--- src/rtl/mult_seq_ctrl_pkg.sv ---
// Shared multiply-path definitions: sequencer state encodings and default sizing,
// also used by the ALU decode.
package mult_defs;

    typedef enum logic [1:0] {
        ST_IDLE = 2'd0,
        ST_CALC = 2'd1,
        ST_DONE = 2'd2
    } mult_state_e;

    localparam int DEF_WIDTH      = 32;
    localparam int DEF_MUL_CYCLES = 4;
    localparam int CNT_W          = 8;

endpackage

--- src/rtl/mult_seq_ctrl_array_multiplier.sv ---
// Purely combinational unsigned array multiplier: one shifted partial product
// per multiplier bit, accumulated down a ripple chain.
module array_multiplier #(
    parameter int width = 32
) (
    input  logic [width-1:0]   a_i,
    input  logic [width-1:0]   b_i,
    output logic [2*width-1:0] prod_o
);

    logic [2*width-1:0] sum_w [0:width];
    logic [2*width-1:0] a_ext_w;

    assign a_ext_w  = {{width{1'b0}}, a_i};
    assign sum_w[0] = '0;

    genvar gi;
    generate
        for (gi = 0; gi < width; gi++) begin : g_row
            logic [2*width-1:0] pp_w;
            assign pp_w          = b_i[gi] ? (a_ext_w << gi) : '0;
            assign sum_w[gi + 1] = sum_w[gi] + pp_w;
        end
    endgenerate

    assign prod_o = sum_w[width];

endmodule

--- src/rtl/mult_seq_ctrl.sv ---
// Multi-cycle sequencer around the combinational array multiplier: captures
// operand magnitudes, waits a fixed settle window, then sign-corrects the product.
module mult_seq_ctrl
    import mult_defs::*;
#(
    parameter int WIDTH      = DEF_WIDTH,
    parameter int MUL_CYCLES = DEF_MUL_CYCLES
) (
    input  logic             clk,
    input  logic             rst,
    input  logic             start_valid,
    output logic             start_ready,
    input  logic             is_signed,
    input  logic [WIDTH-1:0] op_a,
    input  logic [WIDTH-1:0] op_b,
    output logic             res_valid,
    input  logic             res_ready,
    output logic [WIDTH-1:0] res_hi,
    output logic [WIDTH-1:0] res_lo,
    output logic             busy
);

    localparam logic [CNT_W-1:0]   CNT_LOAD = CNT_W'(MUL_CYCLES - 1);
    localparam logic [2*WIDTH-1:0] ONE_2W   = {{(2*WIDTH-1){1'b0}}, 1'b1};

    mult_state_e         state_q, state_d;
    logic [WIDTH-1:0]    mag_a_q, mag_b_q;
    logic [WIDTH-1:0]    mag_a_d, mag_b_d;
    logic                neg_q, neg_d;
    logic [CNT_W-1:0]    cnt_q;
    logic [2*WIDTH-1:0]  res_q;
    logic [2*WIDTH-1:0]  prod_w;
    logic [2*WIDTH-1:0]  res_d;
    logic                accept_w;

    assign accept_w = start_valid && start_ready;

    always_comb begin
        mag_a_d = (is_signed && op_a[WIDTH-1]) ? -op_a : op_a;
        mag_b_d = (is_signed && op_b[WIDTH-1]) ? -op_b : op_b;
        neg_d   = is_signed && (op_a[WIDTH-1] ^ op_b[WIDTH-1]);
        res_d   = neg_q ? ((~prod_w) + ONE_2W) : prod_w;
    end

    // mag registers only change on accept, so the multiplier sees stable inputs for the whole CALC window
    array_multiplier #(
        .width (WIDTH)
    ) u_array_multiplier (
        .a_i    (mag_a_q),
        .b_i    (mag_b_q),
        .prod_o (prod_w)
    );

    always_ff @(posedge clk) begin
        if (rst) begin
            state_q <= ST_IDLE;
            mag_a_q <= '0;
            mag_b_q <= '0;
            neg_q   <= 1'b0;
            cnt_q   <= '0;
            res_q   <= '0;
        end else begin
            state_q <= state_d;
            if (accept_w) begin
                mag_a_q <= mag_a_d;
                mag_b_q <= mag_b_d;
                neg_q   <= neg_d;
                cnt_q   <= CNT_LOAD;
            end else if (state_q == ST_CALC) begin
                if (cnt_q != '0) begin
                    cnt_q <= cnt_q - 1'b1;
                end else begin
                    res_q <= res_d;
                end
            end
        end
    end

    always_comb begin
        state_d = state_q;
        case (state_q)
            ST_IDLE: if (accept_w)       state_d = ST_CALC;
            ST_CALC: if (cnt_q == '0)    state_d = ST_DONE;
            ST_DONE: if (res_ready)      state_d = ST_IDLE;
            default:                     state_d = ST_IDLE;
        endcase
    end

    always_comb begin
        start_ready = (state_q == ST_IDLE) && !rst;
        res_valid   = (state_q == ST_DONE);
        busy        = (state_q == ST_CALC) || (state_q == ST_DONE);
        res_hi      = res_q[2*WIDTH-1:WIDTH];
        res_lo      = res_q[WIDTH-1:0];
    end

endmodule

--- config.mk ---
export PLATFORM = sky130hd
export DESIGN_NAME = mult_seq_ctrl
export DESIGN_NICKNAME = d
export VERILOG_FILES = /design/src/rtl/mult_seq_ctrl_pkg.sv /design/src/rtl/mult_seq_ctrl_array_multiplier.sv /design/src/rtl/mult_seq_ctrl.sv
export SDC_FILE = /design/constraint.sdc
export NUM_CORES = 2
export LEC_CHECK = 0
export CORE_ASPECT_RATIO = 0.5
export CORE_MARGIN = 2
export CORE_UTILIZATION = 59
export DETAILED_ROUTE_END_ITERATION = 16
export PLACE_DENSITY = 0.8
export SKIP_CTS_REPAIR_TIMING = 1
export SYNTH_ARGS = -nofsm -noshare
export SYNTH_HDL_FRONTEND = slang
export SYNTH_SLANG_ARGS = --single-unit
--- constraint.sdc ---
create_clock -name clk -period 8.7 [get_ports clk]
set_input_delay 0.87 -clock clk [delete_from_list [all_inputs] [get_ports clk]]
set_output_delay 0.87 -clock clk [all_outputs]
set_load 0.02 [all_outputs]
==> results_dict.tcl <==
set metrics [dict create \
    setup_viol 0 \
    grt_pass1_wl_um 210000 \
    synth_area_um2 40900 \
    cts_buffers 17 \
    die-area_um2 71600 \
    totalWireLength_um 140000 \
    ant_nets 0 \
    synth_top_area_cell "fa_1" \
    startpoint_type "register" \
    tritoncts "yes" \
    grt_usage_pct 38.6 \
    htree_levels 4 \
    dpl.hpwl_um 109000 \
    timing.final.hold_violations 0 \
    finalMaxSlewViolations 0 \
    dieHeight_um 190 \
    min_period_ns 8.60 \
    firstDrtPassIters 5 \
    min_from "res_q[0]" \
    nets 6260 \
    crit_family "adder cells" \
    root_buffer "clkbuf_16" \
    whs_ns 0.477 \
    cp_common_cell "fa_1" \
    fmax_ghz 0.116 \
    reg2reg_depth 28 \
    finClkSkew_ns 0.0253 \
    ys_warn_count 0 \
    worst-path-buf-inv 7 \
    status "finished clean" \
    reg2reg_from "mag_a_q[11]" \
    ys.flop_type "dfxtp_1" \
    finish.utilization_pct 70.8 \
    fin_ws_ns 0.0962 \
    clock_latency_ns 0.47 \
    synth_top_family_by_area "adder cells" \
    synth_edf_count 0 \
    synth.net_count 5944 \
    synth_top_area_share_pct 44.1 \
    slew_headroom_pct 40.6 \
    tns_ns 0 \
    start_util_pct 59.5 \
    grt_remaining_overflow 0 \
    rsz0062_at_grt "true" \
    r2r-end "res_q[62]" \
    crit_required_ns 9.05 \
    min_delay_worst_endpoint "res_q[0]" \
    path_depth 28 \
    max_stage_delay_ns 0.63 \
    drv_cap 0 \
    fp-row-count 68 \
    gp_congestion 1.06 \
    synthAdderAreaFrac_pct 52.2 \
    synth_simple_gate_area_share_pct 19.0 \
    port_buffers 135 \
    critPathCaptureType "register" \
    ys_types 81 \
    p_leak_nw 23.0 \
    crit_arrival_ns 8.95 \
    vias 35729 \
    vias_per_cell 5.99 \
    tightest_slew_ns 0.891 \
    synth-seq-area-share_pct 6.80 \
    ys_ff_latch 139 \
    fin_crit_sh_pct 98.9 \
    drc 0 \
    r2r_slack_ns 0.1 \
    wire_per_inst_um 23.6 \
    antenna_found_initial 16 \
    p_per_area_nw_per_um2 343 \
    grt_max_degree 90 \
    yosys-top-cells-area "fa_1 44%, ha_1 8.1%, inv_1 7.6%" \
    drt_iter0_drc 4023 \
    grt_pass1_vias 36697 \
    hold_path_class "reg2reg" \
    clk_pin_slew_ns 0.09 \
    cts_buffer_depth 2 \
    vdd_drop_max_mv 0.406 \
    post-place-ws_ns -0.351 \
    core_region_area_um2 68700 \
    crit_fanout 6 \
    synth_compound_area_share_pct 7.91 \
    syn_inst 4708 \
    synth.avg_cell_area_um2 8.69 \
    numClockSinks 139 \
    dp.cells 5847 \
    area_growth_syn_to_layout_pct 19.0 \
    crit_type "reg2reg" \
    synth_xor_area_share_pct 3.25 \
    muxShareOfSynthArea_pct 0.401 \
    min_path_cells 2 \
    drive_gt1_share_pct 14.3 \
    dieWidth_um 376 \
    ios 136 \
    async_flop_share_pct 0 \
    crit_path_top_delay_cell "fa_1" \
    final_cells 5961 \
]
[state kept, by name, summed over array words and instances, names as in the netlist]
signal	cells
mag_a_q	32
mag_b_q	32
neg_q	1
res_q	64
state_q	2
cnt_q	8
[cells in the final DEF, fill, tap and decap left out, types with 13 or more instances in the layout]
| cell | instances |
|---|---|
| fa_1 | 871 |
| inv_1 | 821 |
| nand2_1 | 802 |
| buf_4 | 345 |
| and2_1 | 344 |
| ha_1 | 235 |
| nor2_1 | 148 |
| clkdlybuf4s50_1 | 134 |
| o21ai_0 | 118 |
| dfxtp_1 | 109 |
| a21oi_1 | 96 |
| xnor2_1 | 83 |
| buf_12 | 72 |
| xor2_1 | 66 |
| nand3b_1 | 59 |
| a211oi_1 | 54 |
| nand4_1 | 38 |
| nand3_1 | 35 |
| a21o_1 | 33 |
| fa_2 | 31 |
| ha_4 | 28 |
| clkbuf_16 | 28 |
| nor3_1 | 25 |
| or3_1 | 24 |
| nor4_1 | 23 |
| buf_6 | 21 |
| o21ai_1 | 19 |
| a21oi_2 | 18 |
| o31ai_1 | 16 |
| a31oi_1 | 16 |
| dfxtp_4 | 16 |
| diode_2 | 14 |
| and3_1 | 14 |
| o211ai_1 | 14 |
| dfxtp_2 | 14 |
| mux2i_1 | 13 |
[cell families after synthesis]
group,after synthesis
compound gates,498
xor+xnor,152
fa+ha+maj,1167
buf+inv,1124
flops,139
mux,16
simple gates,1612
[power by group]
group / internal [mW] / switching [mW] / total [mW]
sequential: 0.829 / 0.182 / 1.01
combinational: 6.22 / 8.64 / 14.9
clock: 0.441 / 0.393 / 0.834
total: 7.49 / 9.22 / 16.7
[through the flow]
stage	instance area (um2)	total power, mW
after global placement	45900	13.5
after CTS	46500	14.7
after floorplan	40900	7.81
final	48700	16.7
after global routing	48700	17.7
after detailed placement	45900	13.7
[worst reg2reg max path: cells and delay by family, from the launching register on]
family | cells | cell delay [ns]
buffers and inverters | 7 | 0.81
adder cells (fa/ha/maj) | 9 | 4.04
AO/OA/AOI/OAI | 5 | 0.74
AND/OR/NAND/NOR | 7 | 2.44
flip-flops | 1 | 0.46
[layer usage]
layer	part of all wire, %	GRT usage, %	vias to the layer above
li1	-	-	15126
met1	39	54.3	17947
met2	43	57.3	2247
met3	14	10.9	403
met4	4.6	13.4	6
met5	0.024	0	-
[final cells by class]
cell class                 instances  area, um2
inverter                         830       3120
clock buffer                      17        425
antenna                           14       35.0
fill                            5131      20100
multi-input combinational       3445      34900
clock inverter                    15        194
tap                              910       1140
sequential                       139       2860
timing repair buffer             591       6020
[synth_stat cells, drive strengths merged (5+ instances only)]
master and number:
or3 27, and2 350, inv 830, nor4 28
nor2 155, a211oi 61, a22oi 6, o31ai 19
or4 12, and3 15, clkbuf 276, buf 18
nor3 31, a32o 5, o41ai 11, nand3b 59
nand3 38, nor3b 7, ha 265, a211o 6
a2111oi 6, nand2 812, xor2 66, nand4 38
dfxtp 139, o21ai 142, o21a 10, nand2b 9
mux2i 13, o211a 5, and4 9, a31oi 16
a21o 33, o21bai 8, xnor2 86, a21oi 121
nor2b 8, fa 902, o211ai 14
[how the worst max path moves through the flow]
stage                            to  slack [ns]   startpoint
final                     res_q[62]         0.1  mag_a_q[11]
after global placement    res_q[52]       -0.20   mag_b_q[1]
after CTS                 res_q[46]       -0.40  mag_b_q[10]
after global routing      res_q[56]       -0.12   mag_b_q[8]
after detailed placement  res_q[46]       -0.35  mag_b_q[10]
after floorplan           res_q[50]        0.39  mag_b_q[13]
Power figures use the tool's default switching activity.
